<file path="src/rtl/n2_tlb_acc_seq.sv">
// rtl/n2_tlb_acc_seq.sv - TLB access sequencer: arbitrates maintenance ops against CAM lookups
// and drives the 128-entry TLB array strobes, read-back capture and replacement pointer.
module n2_tlb_acc_seq #(
  parameter int RD_LAT   = 1,
  parameter int DMAP_GAP = 1
) (
  input  logic        l2clk,
  input  logic        reset,
  input  logic        cam_req,
  input  logic        req_vld,
  output logic        req_rdy,
  input  logic [1:0]  req_op,
  input  logic [6:0]  req_index,
  input  logic        req_index_vld,
  input  logic        req_dmap_ctx,
  input  logic        req_dmap_all,
  input  logic        req_dmap_real,
  input  logic [65:0] req_tag,
  input  logic        req_ubit,
  input  logic [2:0]  req_psz,
  input  logic [37:0] req_data,
  output logic        tlb_cam_vld,
  output logic        tlb_wr_vld,
  output logic        tlb_rd_vld,
  output logic        tlb_demap,
  output logic        tlb_demap_context,
  output logic        tlb_demap_all,
  output logic        tlb_demap_real,
  output logic [6:0]  tlb_rw_index,
  output logic        tlb_rw_index_vld,
  output logic [65:0] tte_tag,
  output logic        tte_ubit,
  output logic [2:0]  tte_page_size_mask,
  output logic [37:0] tte_data,
  input  logic [65:0] tlb_tte_tag,
  input  logic [37:0] tlb_tte_data,
  input  logic        tlb_tte_u_bit,
  input  logic        tlb_tte_data_parity,
  output logic        rsp_vld,
  output logic [65:0] rsp_tag,
  output logic [37:0] rsp_data,
  output logic        rsp_ubit,
  output logic        rsp_err,
  output logic [6:0]  repl_ptr
);

  localparam logic [1:0] OP_WR = 2'b00;
  localparam logic [1:0] OP_RD = 2'b01;
  localparam logic [1:0] OP_DM = 2'b10;
  localparam logic [1:0] RD_LAT_C   = 2'(RD_LAT);
  localparam logic [1:0] DMAP_GAP_C = 2'(DMAP_GAP);

  typedef enum logic [2:0] {
    IDLE = 3'd0,
    PEND = 3'd1,
    RDW  = 3'd2,
    GAP  = 3'd3,
    RSP  = 3'd4
  } state_t;

  state_t      state;
  logic [1:0]  cnt;

  logic [1:0]  c_op;
  logic [6:0]  c_index;
  logic        c_index_vld;
  logic        c_dmap_ctx;
  logic        c_dmap_all;
  logic        c_dmap_real;
  logic [65:0] c_tag;
  logic        c_ubit;
  logic [2:0]  c_psz;
  logic [37:0] c_data;

  logic fire;
  logic wr_stb;
  logic rd_stb;
  logic dm_stb;
  logic any_stb;

  // Strobes are decided in the same cycle as cam_req so a lookup can never overlap them.
  assign fire    = (state == PEND) && !cam_req;
  assign wr_stb  = fire && (c_op == OP_WR);
  assign rd_stb  = fire && (c_op == OP_RD);
  assign dm_stb  = fire && (c_op == OP_DM);
  assign any_stb = wr_stb || rd_stb || dm_stb;

  assign tlb_cam_vld        = cam_req;
  assign tlb_wr_vld         = wr_stb;
  assign tlb_rd_vld         = rd_stb;
  assign tlb_demap          = dm_stb;
  assign tlb_demap_context  = dm_stb && c_dmap_ctx;
  assign tlb_demap_all      = dm_stb && c_dmap_all;
  assign tlb_demap_real     = dm_stb && c_dmap_real;
  assign tlb_rw_index_vld   = wr_stb || rd_stb;
  assign tlb_rw_index       = !any_stb ? 7'd0 : ((wr_stb && !c_index_vld) ? repl_ptr : c_index);
  assign tte_tag            = any_stb ? c_tag  : 66'd0;
  assign tte_ubit           = any_stb && c_ubit;
  assign tte_page_size_mask = any_stb ? c_psz  : 3'd0;
  assign tte_data           = any_stb ? c_data : 38'd0;

  always_ff @(posedge l2clk or posedge reset) begin
    if (reset) begin
      state       <= IDLE;
      cnt         <= 2'd0;
      req_rdy     <= 1'b0;
      rsp_vld     <= 1'b0;
      rsp_tag     <= 66'd0;
      rsp_data    <= 38'd0;
      rsp_ubit    <= 1'b0;
      rsp_err     <= 1'b0;
      repl_ptr    <= 7'd0;
      c_op        <= 2'd0;
      c_index     <= 7'd0;
      c_index_vld <= 1'b0;
      c_dmap_ctx  <= 1'b0;
      c_dmap_all  <= 1'b0;
      c_dmap_real <= 1'b0;
      c_tag       <= 66'd0;
      c_ubit      <= 1'b0;
      c_psz       <= 3'd0;
      c_data      <= 38'd0;
    end else begin
      rsp_vld <= 1'b0;
      case (state)
        IDLE: begin
          if (req_vld && req_rdy) begin
            c_op        <= req_op;
            c_index     <= req_index;
            c_index_vld <= req_index_vld;
            c_dmap_ctx  <= req_dmap_ctx;
            c_dmap_all  <= req_dmap_all;
            c_dmap_real <= req_dmap_real;
            c_tag       <= req_tag;
            c_ubit      <= req_ubit;
            c_psz       <= req_psz;
            c_data      <= req_data;
            req_rdy     <= 1'b0;
            state       <= PEND;
          end else begin
            req_rdy <= 1'b1;
          end
        end
        PEND: begin
          if (!cam_req) begin
            case (c_op)
              OP_WR: begin
                if (!c_index_vld) begin
                  repl_ptr <= repl_ptr + 7'd1;
                end
                rsp_err <= 1'b0;
                rsp_vld <= 1'b1;
                state   <= RSP;
              end
              OP_RD: begin
                cnt   <= 2'd1;
                state <= RDW;
              end
              OP_DM: begin
                if (c_dmap_all) begin
                  repl_ptr <= 7'd0;
                end
                if (DMAP_GAP_C != 2'd0) begin
                  cnt   <= 2'd1;
                  state <= GAP;
                end else begin
                  rsp_err <= 1'b0;
                  rsp_vld <= 1'b1;
                  state   <= RSP;
                end
              end
              default: begin
                rsp_err <= 1'b1;
                rsp_vld <= 1'b1;
                state   <= RSP;
              end
            endcase
          end
        end
        RDW: begin
          // Array data is valid exactly RD_LAT cycles after the read strobe.
          if (cnt == RD_LAT_C) begin
            rsp_tag  <= tlb_tte_tag;
            rsp_data <= tlb_tte_data;
            rsp_ubit <= tlb_tte_u_bit;
            rsp_err  <= (^tlb_tte_data) != tlb_tte_data_parity;
            rsp_vld  <= 1'b1;
            state    <= RSP;
          end else begin
            cnt <= cnt + 2'd1;
          end
        end
        GAP: begin
          if (cnt == DMAP_GAP_C) begin
            rsp_err <= 1'b0;
            rsp_vld <= 1'b1;
            state   <= RSP;
          end else begin
            cnt <= cnt + 2'd1;
          end
        end
        RSP: begin
          req_rdy <= 1'b1;
          state   <= IDLE;
        end
        default: begin
          state <= IDLE;
        end
      endcase
    end
  end

endmodule

</file>
<file path="config.mk">
export PLATFORM = sky130hd
export DESIGN_NAME = n2_tlb_acc_seq
export DESIGN_NICKNAME = d
export VERILOG_FILES = /design/src/rtl/n2_tlb_acc_seq.sv
export SDC_FILE = /design/constraint.sdc
export NUM_CORES = 1
export LEC_CHECK = 0
export ABC_AREA = 1
export CORE_AREA = 2 2 184 186
export DETAILED_ROUTE_END_ITERATION = 8
export DIE_AREA = 0 0 186 188
export PLACE_DENSITY_LB_ADDON = 0.2
export SYNTH_ARGS = -nofsm -noshare
export SYNTH_HDL_FRONTEND = slang
export SYNTH_SLANG_ARGS = --single-unit
</file>
<file path="constraint.sdc">
create_clock -name l2clk -period 9.3 [get_ports l2clk]
set_input_delay 1.86 -clock l2clk [delete_from_list [all_inputs] [get_ports l2clk]]
set_output_delay 1.86 -clock l2clk [all_outputs]
set_load 0.02 [all_outputs]
</file>
==> results of run 1 <==
-- metal layers --
metal  routed length [um]  share of wire  GRT usage  up-vias
met3                 3280          0.097     0.0587       52
li1                     -              -          -     4793
met1                13100           0.39      0.223     4459
met4                  721          0.021     0.0494        2
met2                16500           0.49      0.333      323
met5                   13        0.00039          0        -
-- kinds of logic after synthesis --
family                     after synthesis  share of synthesized area
buffers and inverters                  229                     0.0831
and+or+nand+nor                        543                      0.194
DFF                                    241                      0.547
xor gates and xnor gates                 3                    0.00238
muxes                                   71                     0.0868
adders and majority gates                6                    0.00680
AOI/OAI and AO/OA                      173                     0.0801
-- final cells by class --
cell class	count	area [um2]	area share
Antenna cell	3	7.51	0.000440
Clock buffer	35	778	0.0456
Clock inverter	15	166	0.00975
Inverter	175	664	0.0389
Multi-Input combinational cell	796	4110	0.241
Sequential cell	241	6030	0.353
Tap cell	448	561	0.0328
Timing Repair Buffer	474	4750	0.279
-- sequential cells by signal (all words and copies together) (netlist names), 2 cells and up --
register / count
c_op: 2
c_tag: 66
c_data: 38
cnt: 2
state: 3
rsp_tag: 66
c_psz: 3
rsp_data: 38
c_index: 7
repl_ptr: 7
-- Yosys cell counts --
| master | instances | area, um2 |
|---|---|---|
| a21oi_1 | 14 | 70.1 |
| a21oi_2 | 1 | 8.76 |
| a22oi_1 | 1 | 7.51 |
| buf_2 | 16 | 80.1 |
| buf_4 | 2 | 15.0 |
| buf_6 | 4 | 45.0 |
| clkbuf_1 | 32 | 120 |
| dfrtp_1 | 241 | 6030 |
| ha_1 | 6 | 75.1 |
| inv_1 | 173 | 649 |
| inv_2 | 2 | 7.51 |
| mux2_2 | 29 | 327 |
| mux2_4 | 42 | 631 |
| nand2_1 | 383 | 1440 |
| nand2_4 | 1 | 11.3 |
| nand3_1 | 17 | 85.1 |
| nand3_2 | 1 | 10.0 |
| nand3b_1 | 1 | 7.51 |
| nor2_1 | 125 | 469 |
| nor2_2 | 2 | 12.5 |
| nor3_1 | 4 | 20.0 |
| nor3_2 | 1 | 10.0 |
| nor3_4 | 2 | 32.5 |
| nor3b_1 | 3 | 22.5 |
| nor3b_2 | 1 | 12.5 |
| o211ai_1 | 1 | 7.51 |
| o21a_1 | 1 | 7.51 |
| o21ai_0 | 152 | 761 |
| o21ai_1 | 1 | 5.00 |
| o21ai_2 | 1 | 8.76 |
| o31ai_1 | 1 | 7.51 |
| or2_1 | 1 | 6.26 |
| or2_2 | 1 | 6.26 |
| xnor2_1 | 1 | 8.76 |
| xor2_1 | 2 | 17.5 |
-- worst max-delay path, stage by stage --
cell,delay [ns]
clkdlybuf4s50_1,0.56
inv_1,0.11
nand2_4,0.12
nor2_2,0.07
nor2_4,0.84
buf_12,0.38
a21oi_1,0.10
clkdlybuf4s50_1,0.55
-- report_power, final --
part | switching, mW | internal, mW | leakage (nW)
Combinational | 1.35 | 1.15 | 4.56
Sequential | 0.231 | 1.57 | 2.91
Clock | 0.455 | 0.675 | 0.454
-- through the flow --
stage | util | std cells
2_1_floorplan | - | 1266
3_3_place_gp | 0.487 | 2134
3_5_place_dp | 0.487 | 2134
4_1_cts | 0.515 | 2184
5_1_grt | 0.515 | 2186
6_report | 0.515 | 2187
-- final timing paths --
path / start / end / slack (ns) / cells past startpoint
worst max register to register: state[2]$_DFFE_PP0P_ / rsp_tag[5]$_DFFE_PP0P_ / 6.54 / 6
min in group asynchronous: reset / rsp_tag[38]$_DFFE_PP0P_ / 1.84 / 2
worst min register to register: c_index_vld$_DFFE_PP0P_ / c_index_vld$_DFFE_PP0P_ / 0.47 / 2
max in group asynchronous: reset / c_tag[30]$_DFFE_PP0P_ / 6.25 / 3
worst min-delay path: c_index_vld$_DFFE_PP0P_ / c_index_vld$_DFFE_PP0P_ / 0.47 / 2
worst max-delay path: cam_req / tlb_rw_index[3] / 2.81 / 8
==> results.md, run 1 <==
- Number of global-route vias before repair: 9742
- Worst path required time: 7.44 ns
- Post-route minimum period: 6.49 ns
- Final setup slack of the worst path: 2.81 ns
- Clock transition at path regs: 0.06 ns
- CTS tree: yes
- RSZ-0062 raised after global routing: no
- Nets: 1954
- Share of cells above drive strength 1: 0.0812
- Max Clock Freq: 154 MHz
- Filler cell count in the final layout: 3070
- Post-Place Worst Slack: 2.77 ns
- DRC viols: 0
- DP Area: 0.0161 mm2
- Critical Path AT: 4.63 ns
- Final setup fails: 0
- PwrDens: 318 mW/mm2
- Postcts setup bufs: 0
- Worst-skew pair later-pin latency: 0.54 ns
- Most frequent cells in the layout: clkdlybuf4s50_1 (468), nand2_1 (382), dfrtp_1 (241)
- Final Cell Area: 0.0171 mm2
- CP endpoint kind: output port
- Final Cycle Share: 0.697
- Worst slew margin: 0.276
- Gate Count Post-Synth: 1266
- Worst-Margin Slew: 1.08 ns
- Leak: 7.92 nW
- Status: finished clean
- Die Span Y: 188 um
- First-pass DRT Iterations: 5
- Cts bufs inserted: 29
- Max-Cap Viols: 0
- Max FO, Critical Path: 78
- Worst IR drop on VDD: 0.154 mV
- CP startpoint kind: input port
- Row count: 67
- Total number of vias: 9629
- Final hold violations: 0
- WL final: 33.7 mm
- Most common cell after layout, fill and taps aside: clkdlybuf4s50_1
- Clk buf depth: 3
- Warnings, synthesis: 0
- Sequential area share after synthesis: 0.547
- Dpl hpwl: 25.0 mm
- Initial antenna violation count: 3
- Worst hold-check path type: flip-flop to flip-flop
- Total track usage: 0.190
- Final total power: 5.42 mW
- First-pass GRT wire length: 52.4 mm
- Setup tns final: 0 ns
- Number of vias per cell: 4.40
- I/O Pins: 469
- H-Tree Depth: 1
- Detail Route Antenna Nets: 0
- Cell Area, Synth: 0.0110 mm2
- Number of I/O port buffers: 468
- Root buf cell: clkbuf_16
- Starting Density: 0.333
- Worst hold slack: 0.470 ns
- Core ar.: 0.0331 mm2
- Crit Path Category: input port to output port
- DR iter-0 viols: 433
- Net count after synthesis: 1503
- Synthesis-stage register bit count: 241
- RD Place Congestion: 0.773
- Yosys cell types: 35
- Max Slew Vio Count: 0
- Mean Syn Cell Area: 8.71 um2
- Area delta synth->final: 54.7%
- Post-cts resize count: 0
- Routed WL per cell: 15.4 um
- Clock Skew: 0.00681 ns
- Die width: 186 um
- # hold bufs at CTS: 0
- Gr ovfl total: 0
- # clock sinks: 241
- Die area: 0.0350 mm2
- Largest net degree at the start of global routing: 127
(Power assumes the default switching activity.)
==> inputs of run 2 (changes only) <==
Settings changed: CORE_AREA 2 2 184 186 to 2 2 182 184, DIE_AREA 0 0 186 188 to 0 0 184 186.
Clock period 9.3 ns to 5.87 ns, I/O delays scaled along.
==> run 2 against run 1 <==
Net effect: routed wire length decreased by 0.80%; total power increased by 59%; die area decreased by 2.1%; utilization increased by 1.4 points; clock skew increased by 0.0034 ns; register-to-register slack got worse by 3.4 ns; clock-buffer cell count increased by 11; final area about the same; global-route usage increased by 0.083 points; cell count decreased by 1.9%; critical path type unchanged.
==> results.md, run 2 (synthesized netlist as in run 1, its figures left out) <==
- First-pass GRT wire length: 51.5 mm (was 52.4 mm)
- R2R setup slack: 3.12 ns (was 6.54 ns)
- CP endpoint kind: output port (unchanged)
- Reg2reg end: rsp_tag[2]$_DFFE_PP0P_ (was rsp_tag[5]$_DFFE_PP0P_)
- Worst-skew pair later-pin latency: 0.53 ns (was 0.54 ns)
- Gr ovfl total: 0 (unchanged)
- H-Tree Depth: 1 (unchanged)
- Max Slew Vio Count: 0 (unchanged)
- RSZ-0062 raised after global routing: no (unchanged)
- Final setup fails: 0 (unchanged)
- Max Clock Freq: 212 MHz
- Total number of vias: 9643 (was 9629)
- CP startpoint kind: input port (unchanged)
- Total track usage: 0.190 (about the same)
- Worst path required time: 4.70 ns (was 7.44 ns)
- First-pass DRT Iterations: 5 (unchanged)
- Number of vias per cell: 4.49 (was 4.40)
- Nets: 1954 (unchanged)
- # clock sinks: 241 (unchanged)
- # hold bufs at CTS: 0 (unchanged)
- Initial antenna violation count: 0 (was 3)
- Die Span Y: 186 um (was 188 um)
- Biggest regs: c_tag x66, rsp_tag x66 (unchanged)
- Worst hold-check path type: flip-flop to flip-flop (unchanged)
- PwrDens: 504 mW/mm2 (was 318 mW/mm2)
- Worst IR drop on VDD: 0.302 mV (was 0.154 mV)
- ANT cells: 0 (was 3)
- Hold path startpoint: c_index[2]$_DFFE_PP0P_ (was c_index_vld$_DFFE_PP0P_)
- Status: finished clean (unchanged)
- DR iter-0 viols: 438 (was 433)
- Final Cycle Share: 0.802
- Most common cell after layout, fill and taps aside: clkdlybuf4s50_1 (unchanged)
- Dpl hpwl: 24.8 mm (was 25.0 mm)
- Max FO, Critical Path: 50 (was 78)
- Starting Density: 0.343 (was 0.333)
- Final total power: 8.59 mW (was 5.42 mW)
- Postcts setup bufs: 0 (unchanged)
- Multi-input logic area: 0.00411 mm2 (unchanged)
- Worst-Margin Slew: 0.980 ns (was 1.08 ns)
- I/O Pins: 469 (unchanged)
- Worst flop-to-flop path startpoint: state[2]$_DFFE_PP0P_ (unchanged)
- Number of global-route vias before repair: 9384 (was 9742)
- Hold Path Stages: 2 (unchanged)
- Filler cell count in the final layout: 3001 (was 3070)
- Post-route minimum period: 4.71 ns
- Area delta synth->final: 54.7% (about the same)
- Cts bufs inserted: 28 (was 29)
- Placed cell count: 2095 (was 2134)
- Clock Skew: 0.0102 ns (was 0.00681 ns)
- Post-cts resize count: 0 (unchanged)
- Worst hold slack: 0.472 ns (was 0.470 ns)
- CTS tree: yes (unchanged)
- Max-Cap Viols: 0 (unchanged)
- DRC viols: 0 (unchanged)
- Die width: 184 um (was 186 um)
- Min-Delay Endpoint: c_index[2]$_DFFE_PP0P_ (was c_index_vld$_DFFE_PP0P_)
- R2R depth: 6 (unchanged)
- Row count: 66 (was 67)
- Root buf cell: clkbuf_16 (unchanged)
- Core ar.: 0.0322 mm2 (was 0.0331 mm2)
- Number of I/O port buffers: 468 (unchanged)
- Leak: 7.95 nW (was 7.92 nW)
- Non-filler cells, final: 2146 (was 2187)
- Worst slew margin: 0.347 (was 0.276)
- Clk buf depth: 3 (unchanged)
- Die area: 0.0342 mm2 (was 0.0350 mm2)
- Register area: 0.00603 mm2 (unchanged)
- Critical Path AT: 3.53 ns (was 4.63 ns)
- Setup tns final: 0 ns (unchanged)
- WL final: 33.4 mm (was 33.7 mm)
- Largest net degree at the start of global routing: 228 (was 127)
- Clock transition at path regs: 0.06 ns (about the same)
- Most frequent cells in the layout: clkdlybuf4s50_1 (468), nand2_1 (382), dfrtp_1 (241) (unchanged)
- Final hold violations: 0 (unchanged)
- Routed WL per cell: 15.6 um (was 15.4 um)
- Detail Route Antenna Nets: 0 (unchanged)
- Crit Path Category: input port to output port (unchanged)
- RD Place Congestion: 0.794 (was 0.773)
- Share of cells above drive strength 1: 0.0794 (was 0.0812)
run 2: cell count changes in the layout (fill, tap and decap cells not counted):
cell / previous run / this run
buf_4: 4 / 2
buf_12: 2 / 5
clkinv_2: 6 / 2
inv_8: 1 / 0
bufinv_16: 3 / 2
clkbuf_8: 3 / 9
clkbuf_1: 3 / 8
clkinvlp_4: 5 / 1
diode_2: 3 / 0
run 2: critical path: stages:
cell	delay, ns
clkdlybuf4s50_1	0.53
inv_1	0.11
nand2_4	0.12
nor2_2	0.07
nor2_4	0.57
buf_12	0.30
nor2_1	0.07
clkdlybuf4s50_1	0.54
run 2: final cells by class:
| class | count | share of cell area |
|---|---|---|
| tap | 408 | 0.0299 |
| clock buffer | 46 | 0.0515 |
| timing repair buffer | 475 | 0.281 |
| inverter | 175 | 0.0387 |
| sequential | 241 | 0.353 |
| clock inverter | 5 | 0.00462 |
| multi-input combinational | 796 | 0.241 |
run 2: layer usage:
| layer | up-vias | wire length [um] | global-route usage | share of wire |
|---|---|---|---|---|
| li1 | 4801 | - | - | - |
| met1 | 4484 | 13400 | 0.228 | 0.40 |
| met2 | 317 | 16500 | 0.338 | 0.49 |
| met3 | 41 | 2730 | 0.0542 | 0.082 |
| met4 | 0 | 748 | 0.0461 | 0.022 |
| met5 | - | 0 | 0 | 0 |
run 2: report_power, final:
| part | switching (mW) | leakage, nW | total [mW] | internal, mW |
|---|---|---|---|---|
| sequential | 0.358 | 2.91 | 2.84 | 2.48 |
| clock | 0.684 | 0.472 | 1.79 | 1.10 |
| combinational | 2.13 | 4.57 | 3.97 | 1.83 |
run 2: worst max-delay path by stage:
stage,start,endpoint,slack [ns],cells past startpoint
CTS,cam_req,tte_tag[11],1.11,8
global route,cam_req,tlb_rw_index[2],0.96,8
global placement,cam_req,tte_tag[20],1.18,8
finish,cam_req,tte_tag[11],1.16,8
floorplan,reset,c_data[0]$_DFFE_PP0P_,1.53,1
detailed placement,cam_req,tlb_rw_index[4],1.12,8
run 2: per-stage QoR:
stage | area, um2 | setup slack (ns) | utilization
6_report | 17100 | 1.16 | 0.530
5_1_grt | 17100 | 0.964 | 0.530
4_1_cts | 17100 | 1.11 | 0.530
3_5_place_dp | 16100 | 1.12 | 0.500
3_3_place_gp | 16100 | 1.18 | 0.500
2_1_floorplan | 11000 | 1.53 | -
